### config.mk
export PLATFORM = sky130hd
export DESIGN_NAME = regfile_context_ctrl_flat
export DESIGN_NICKNAME = d
export VERILOG_FILES = /design/src/rtl/regfile_context_ctrl_pkg.sv /design/src/rtl/regfile_context_ctrl_if.sv /design/src/rtl/regfile_context_ctrl.sv /design/src/flat_wrapper.sv
export SDC_FILE = /design/constraint.sdc
export NUM_CORES = 1
export LEC_CHECK = 0
export ABC_AREA = 1
export CORE_ASPECT_RATIO = 0.6
export CORE_UTILIZATION = 32
export DETAILED_ROUTE_END_ITERATION = 8
export PLACE_DENSITY = 0.85
export SLEW_MARGIN = 0
export SYNTH_ARGS = -nofsm -noshare
export SYNTH_HDL_FRONTEND = slang
export SYNTH_SLANG_ARGS = --single-unit
### constraint.sdc
create_clock -name clk -period 1.3 [get_ports clk]
set_input_delay 0.13 -clock clk [delete_from_list [all_inputs] [get_ports clk]]
set_output_delay 0.13 -clock clk [all_outputs]
set_load 0.05 [all_outputs]
### src/rtl/regfile_context_ctrl_pkg.sv
// Shared encodings and constants for the register-file context controller.
package regfile_context_ctrl_pkg;

    localparam int RF_NUM_REGS    = 31;
    localparam int RF_IDX_W       = 5;
    localparam int MAU_ADDR_SHIFT = 2;

    localparam logic [4:0] RF_ZERO_IDX = 5'd31;

    typedef enum logic [1:0] {
        CMD_LOAD = 2'b00,
        CMD_DUMP = 2'b01,
        CMD_RUN  = 2'b10,
        CMD_HALT = 2'b11
    } cmd_op_e;

    typedef enum logic [2:0] {
        ST_IDLE     = 3'd0,
        ST_LOAD     = 3'd1,
        ST_DUMP_RD  = 3'd2,
        ST_DUMP_CAP = 3'd3,
        ST_DUMP_OUT = 3'd4
    } state_e;

endpackage

### src/rtl/regfile_context_ctrl_if.sv
// Host command, load/dump streams and register-file maintenance port bundle.
interface regfile_context_ctrl_if;

    logic        cmd_valid;
    logic        cmd_ready;
    logic [1:0]  cmd_op;
    logic        cmd_error;
    logic [31:0] in_data;
    logic        in_valid;
    logic        in_ready;
    logic [31:0] out_data;
    logic        out_valid;
    logic        out_ready;
    logic        mau_clk_en;
    logic [31:0] mau_address;
    logic [31:0] mau_data_write;
    logic        mau_wren;
    logic [31:0] rf_read_data;
    logic        alive;
    logic        busy;

    modport master (
        output cmd_valid, cmd_op, in_data, in_valid, out_ready, rf_read_data,
        input  cmd_ready, cmd_error, in_ready, out_data, out_valid,
               mau_clk_en, mau_address, mau_data_write, mau_wren, alive, busy
    );

    modport slave (
        input  cmd_valid, cmd_op, in_data, in_valid, out_ready, rf_read_data,
        output cmd_ready, cmd_error, in_ready, out_data, out_valid,
               mau_clk_en, mau_address, mau_data_write, mau_wren, alive, busy
    );

endinterface

### src/rtl/regfile_context_ctrl.sv
// Loads/dumps the full register context over the register file's maintenance
// port and owns the CPU alive flag; maintenance traffic only while not alive.
module regfile_context_ctrl
    import regfile_context_ctrl_pkg::*;
#(
    parameter int NUM_REGS = RF_NUM_REGS,
    parameter int IDX_W    = RF_IDX_W
) (
    input  logic                 clk,
    input  logic                 reset,
    regfile_context_ctrl_if.slave bus
);

    localparam logic [IDX_W-1:0] LAST_IDX = IDX_W'(NUM_REGS - 1);

    state_e           r_state;
    state_e           w_next_state;
    logic [IDX_W-1:0] r_idx;
    logic             r_alive;
    logic [31:0]      r_out_data;
    logic             r_out_valid;
    logic             r_cmd_error;

    logic w_cmd_fire;
    logic w_in_fire;
    logic w_out_fire;
    logic w_idx_last;
    logic w_xfer_cmd;
    logic w_xfer_start;

    assign w_cmd_fire   = bus.cmd_valid & bus.cmd_ready;
    assign w_in_fire    = bus.in_valid & bus.in_ready;
    assign w_out_fire   = r_out_valid & bus.out_ready & (r_state == ST_DUMP_OUT);
    assign w_idx_last   = (r_idx == LAST_IDX);
    assign w_xfer_cmd   = (bus.cmd_op == CMD_LOAD) | (bus.cmd_op == CMD_DUMP);
    assign w_xfer_start = w_cmd_fire & w_xfer_cmd & ~r_alive;

    // State register.
    always_ff @(posedge clk or posedge reset) begin
        if (reset) begin
            r_state <= ST_IDLE;
        end else begin
            r_state <= w_next_state;
        end
    end

    // Next-state decode.
    always_comb begin
        w_next_state = r_state;
        case (r_state)
            ST_IDLE: begin
                if (w_xfer_start && (bus.cmd_op == CMD_LOAD)) begin
                    w_next_state = ST_LOAD;
                end else if (w_xfer_start) begin
                    w_next_state = ST_DUMP_RD;
                end else begin
                    w_next_state = ST_IDLE;
                end
            end
            ST_LOAD: begin
                if (w_in_fire && w_idx_last) begin
                    w_next_state = ST_IDLE;
                end else begin
                    w_next_state = ST_LOAD;
                end
            end
            ST_DUMP_RD:  w_next_state = ST_DUMP_CAP;
            ST_DUMP_CAP: w_next_state = ST_DUMP_OUT;
            ST_DUMP_OUT: begin
                if (w_out_fire && w_idx_last) begin
                    w_next_state = ST_IDLE;
                end else if (w_out_fire) begin
                    w_next_state = ST_DUMP_RD;
                end else begin
                    w_next_state = ST_DUMP_OUT;
                end
            end
            default: w_next_state = ST_IDLE;
        endcase
    end

    // Handshake and maintenance-port drive; the register file samples the
    // read address on the DUMP_RD edge so data is captured one state later.
    always_comb begin
        bus.cmd_ready      = 1'b0;
        bus.in_ready       = 1'b0;
        bus.mau_clk_en     = 1'b0;
        bus.mau_wren       = 1'b0;
        bus.mau_address    = 32'd0;
        bus.mau_data_write = 32'd0;
        bus.busy           = 1'b1;
        case (r_state)
            ST_IDLE: begin
                bus.cmd_ready = 1'b1;
                bus.busy      = 1'b0;
            end
            ST_LOAD: begin
                bus.in_ready       = 1'b1;
                bus.mau_clk_en     = bus.in_valid;
                bus.mau_wren       = bus.in_valid;
                bus.mau_address    = 32'(r_idx) << MAU_ADDR_SHIFT;
                bus.mau_data_write = bus.in_data;
            end
            ST_DUMP_RD: begin
                bus.mau_clk_en  = 1'b1;
                bus.mau_address = 32'(r_idx) << MAU_ADDR_SHIFT;
            end
            ST_DUMP_CAP: bus.busy = 1'b1;
            ST_DUMP_OUT: bus.busy = 1'b1;
            default:     bus.busy = 1'b0;
        endcase
    end

    // Index counter, alive flag, dump word register and error pulse.
    always_ff @(posedge clk or posedge reset) begin
        if (reset) begin
            r_idx       <= '0;
            r_alive     <= 1'b0;
            r_out_data  <= 32'd0;
            r_out_valid <= 1'b0;
            r_cmd_error <= 1'b0;
        end else begin
            r_cmd_error <= (r_state == ST_IDLE) & w_cmd_fire & w_xfer_cmd & r_alive;

            if ((r_state == ST_IDLE) && w_xfer_start) begin
                r_idx <= '0;
            end else if (((r_state == ST_LOAD) && w_in_fire && !w_idx_last) ||
                         (w_out_fire && !w_idx_last)) begin
                r_idx <= r_idx + IDX_W'(1);
            end else begin
                r_idx <= r_idx;
            end

            if ((r_state == ST_IDLE) && w_cmd_fire && (bus.cmd_op == CMD_RUN)) begin
                r_alive <= 1'b1;
            end else if ((r_state == ST_IDLE) && w_cmd_fire && (bus.cmd_op == CMD_HALT)) begin
                r_alive <= 1'b0;
            end else begin
                r_alive <= r_alive;
            end

            if (r_state == ST_DUMP_CAP) begin
                r_out_data  <= bus.rf_read_data;
                r_out_valid <= 1'b1;
            end else if (w_out_fire) begin
                r_out_valid <= 1'b0;
            end else begin
                r_out_valid <= r_out_valid;
            end
        end
    end

    assign bus.alive     = r_alive;
    assign bus.out_data  = r_out_data;
    assign bus.out_valid = r_out_valid;
    assign bus.cmd_error = r_cmd_error;

endmodule

### src/flat_wrapper.sv
// flat-port wrapper written by rule: the top's interface ports become plain ports
module regfile_context_ctrl_flat import regfile_context_ctrl_pkg::*;
#(
    parameter int NUM_REGS = RF_NUM_REGS,
    parameter int IDX_W    = RF_IDX_W
)
  (clk, reset, bus_cmd_valid, bus_cmd_op, bus_in_data, bus_in_valid, bus_out_ready, bus_rf_read_data, bus_cmd_ready, bus_cmd_error, bus_in_ready, bus_out_data, bus_out_valid, bus_mau_clk_en, bus_mau_address, bus_mau_data_write, bus_mau_wren, bus_alive, bus_busy);
  regfile_context_ctrl_if bus_i ();
  input  logic clk;
  input  logic reset;
  input wire logic [$bits(bus_i.cmd_valid)-1:0] bus_cmd_valid;
  input wire logic [$bits(bus_i.cmd_op)-1:0] bus_cmd_op;
  input wire logic [$bits(bus_i.in_data)-1:0] bus_in_data;
  input wire logic [$bits(bus_i.in_valid)-1:0] bus_in_valid;
  input wire logic [$bits(bus_i.out_ready)-1:0] bus_out_ready;
  input wire logic [$bits(bus_i.rf_read_data)-1:0] bus_rf_read_data;
  output wire logic [$bits(bus_i.cmd_ready)-1:0] bus_cmd_ready;
  output wire logic [$bits(bus_i.cmd_error)-1:0] bus_cmd_error;
  output wire logic [$bits(bus_i.in_ready)-1:0] bus_in_ready;
  output wire logic [$bits(bus_i.out_data)-1:0] bus_out_data;
  output wire logic [$bits(bus_i.out_valid)-1:0] bus_out_valid;
  output wire logic [$bits(bus_i.mau_clk_en)-1:0] bus_mau_clk_en;
  output wire logic [$bits(bus_i.mau_address)-1:0] bus_mau_address;
  output wire logic [$bits(bus_i.mau_data_write)-1:0] bus_mau_data_write;
  output wire logic [$bits(bus_i.mau_wren)-1:0] bus_mau_wren;
  output wire logic [$bits(bus_i.alive)-1:0] bus_alive;
  output wire logic [$bits(bus_i.busy)-1:0] bus_busy;
  assign bus_i.cmd_valid = bus_cmd_valid;
  assign bus_i.cmd_op = bus_cmd_op;
  assign bus_i.in_data = bus_in_data;
  assign bus_i.in_valid = bus_in_valid;
  assign bus_i.out_ready = bus_out_ready;
  assign bus_i.rf_read_data = bus_rf_read_data;
  assign bus_cmd_ready = bus_i.cmd_ready;
  assign bus_cmd_error = bus_i.cmd_error;
  assign bus_in_ready = bus_i.in_ready;
  assign bus_out_data = bus_i.out_data;
  assign bus_out_valid = bus_i.out_valid;
  assign bus_mau_clk_en = bus_i.mau_clk_en;
  assign bus_mau_address = bus_i.mau_address;
  assign bus_mau_data_write = bus_i.mau_data_write;
  assign bus_mau_wren = bus_i.mau_wren;
  assign bus_alive = bus_i.alive;
  assign bus_busy = bus_i.busy;
  regfile_context_ctrl #(.NUM_REGS(NUM_REGS), .IDX_W(IDX_W)) u_core (.clk(clk), .reset(reset), .bus(bus_i));
endmodule
==> metrics <==
pin count of the biggest net entering global routing=44; final setup margin=-0.3288 ns; asr flop ratio synth=100.0%; vias per cell=4.291; syn avg cell area=9.403 sq um; die height=69.45 um; Initial DRC Count=86; H-tree depth=2; commonest cells after routing, fill and taps aside=buf_12, clkdlybuf4s50_1, inv_1; Remaining Overflow, GRT=0; ys flop type=dfrtp_1; Period minus WS final=1.629 ns; Core Region=0.007297 sq mm; PortBufs=147; VDD IR max=0.001766 V; GRT Overall Usage=21.77%; CP Data Required Time=1.17 ns; via count=2360; P per Cell Area=3202 mW/mm^2; hpwl dp=6136 um; Crit Path Class=reg -> out; Non-Filler Instances=550; WL final=8478 um; overall power=18.46 mW; Post-Place Setup Slack=-0.1394 ns; outcome=finished with violations; Worst setup EP type=output pin; Leak=2.744 nW; first-pass GRT wire length=13170 um; final hold viol count=0; final setup vio count=83; clock slew at reported path FFs=0.06 ns; Starting Density=33.25%; Max clock buf depth=2; fraction of layout cells with a size suffix above 1=52.24%; failing checks=negative setup slack; HP Class=in -> async; chip width=114.4 um; Cells after Synth=258; DRT antenna net count=0; Die Footprint=0.007945 sq mm; synth unique cells=22; drt drc=0; Seq/Total Area, Yosys=44.35%; area of the mapped netlist=0.002426 sq mm; Max Cap Viol=0; Ports=175; Final Slew Violations=0; RSZ-0062 raised after global routing=yes; Inst Count DP=524; CP Launch Type=flop; GP Congestion=0.8568; flops & latches, synth=43; DR pass1 iterations=4; WP data arrival=1.50 ns; clk sinks=43; final worst-path cycle share=125.3%; hold_ws=0.1841 ns; CTS tree=built; number of global-route vias before repair=2510; Layout Nets=518; std cell rows=24; Layout area overhead=137.6%; clock skew=0.002394 ns; post-layout util=79.00%; n_diodes=0; initial antenna violation count=0; WL per Instance=15.41 um; Synth warnings=0; CTS root buf=clkbuf_16; Post-synth EDFFs=0; FILL cells=448; commonest non-fill, non-tap cell in the layout=buf_12; achievable frequency=613.9 MHz; critical-path maximum fanout=7; CTS buffer count=5; worst r2r path cells=9; Clock Latency Late Sink=0.29 ns
through the flow:
step | setup TNS, ns | cell area [sq um]
global route | -23.57 | 5764
detailed placement | -3.244 | 5090
finish | -18.50 | 5764
global placement | -1.081 | 5090
floorplan | -13.00 | 2831
CTS | -17.03 | 5643
metal layers:
layer | share of wire, % | track usage, % | routed length, um
met5 | 0 | 0 | 0
met1 | 40 | 27.15 | 3388
met2 | 52 | 36.84 | 4435
met4 | 1.4 | 4.906 | 120
met3 | 6.3 | 6.818 | 534
worst max-delay path: stages (launching register included):
cell	delay (ns)
dfrtp_1	0.40
inv_2	0.07
nand2_2	0.06
nor2_4	0.15
inv_6	0.09
buf_4	0.18
nor2_4	0.11
buf_12	0.14
cells in the mapped netlist, types with 2 or more instances:
library cell	instances	area share, %
inv_1	52	8.0
dfrtp_1	43	44
nor2_1	39	6.0
buf_4	27	8.4
nand2_1	22	3.4
mux2_4	20	12
nand3_1	18	3.7
mux2_1	7	3.2
mux2_2	5	2.3
buf_2	3	0.62
buf_6	3	1.4
nand4_1	3	0.77
o21ai_0	3	0.62
xor2_1	3	1.1
ha_1	2	1.0
nor2_2	2	0.52
registers in the layout, indices dropped and copies added (netlist names):
name / count
u_core.bus.out_data: 32
u_core.r_idx: 5
u_core.r_state: 3
u_core.bus.alive: 1
u_core.bus.cmd_error: 1
u_core.bus.out_valid: 1
power breakdown:
| part | switching, mW | leakage (nW) | internal [mW] |
|---|---|---|---|
| Clock | 0.552 | 0.0959 | 1.11 |
| Sequential | 0.759 | 0.513 | 1.99 |
| Combinational | 7.31 | 2.14 | 6.73 |
| Total | 8.62 | 2.74 | 9.84 |
worst paths after layout:
kind | startpoint | endpoint | slack [ns]
worst max register to register | u_core.r_state[1]$_DFF_PP0_ | u_core.r_idx[2]$_DFFE_PP0P_ | -0.27
worst max-delay path | u_core.r_state[1]$_DFF_PP0_ | bus_mau_data_write[28] | -0.33
worst min-delay path | reset | u_core.bus.out_data[18]$_DFFE_PP0P_ | 0.18
max in group asynchronous | reset | u_core.r_state[2]$_DFF_PP0_ | 0.89
worst min register to register | u_core.bus.out_valid$_DFFE_PP0P_ | u_core.bus.out_valid$_DFFE_PP0P_ | 0.56
min in group clk | bus_rf_read_data[20] | u_core.bus.out_data[20]$_DFFE_PP0P_ | 0.45
cell type report:
cell class	count	area [sq um]	area share (%)
clock inverters	3	71.32	1.237
repair buffers	186	2656	46.08
well taps	104	130.1	2.257
multi-input cells	156	1486	25.79
inverters	53	216.5	3.755
flip-flops and latches	43	1079	18.71
clock buffers	5	125.1	2.171
kinds of logic after synthesis:
family,share of synthesized area (%)
flip-flops,44.35
multiplexers,17.95
AO/OA/AOI/OAI,0.6187
adder cells (fa/ha/maj),1.031
AND/OR/NAND/NOR,16.25
buffers and inverters,18.57
other,0.1546
XOR/XNOR,1.083
what timing repair did:
action                     in CTS  in global routing
gates cloned                    3                  0
buffers inserted               12                  9
gates resized for setup        68                 20
pin swaps                      12                 15
hold buffers                    0                  0
setup endpoints to repair      80                 84
Note: power is estimated with default switching activity, not from simulation.
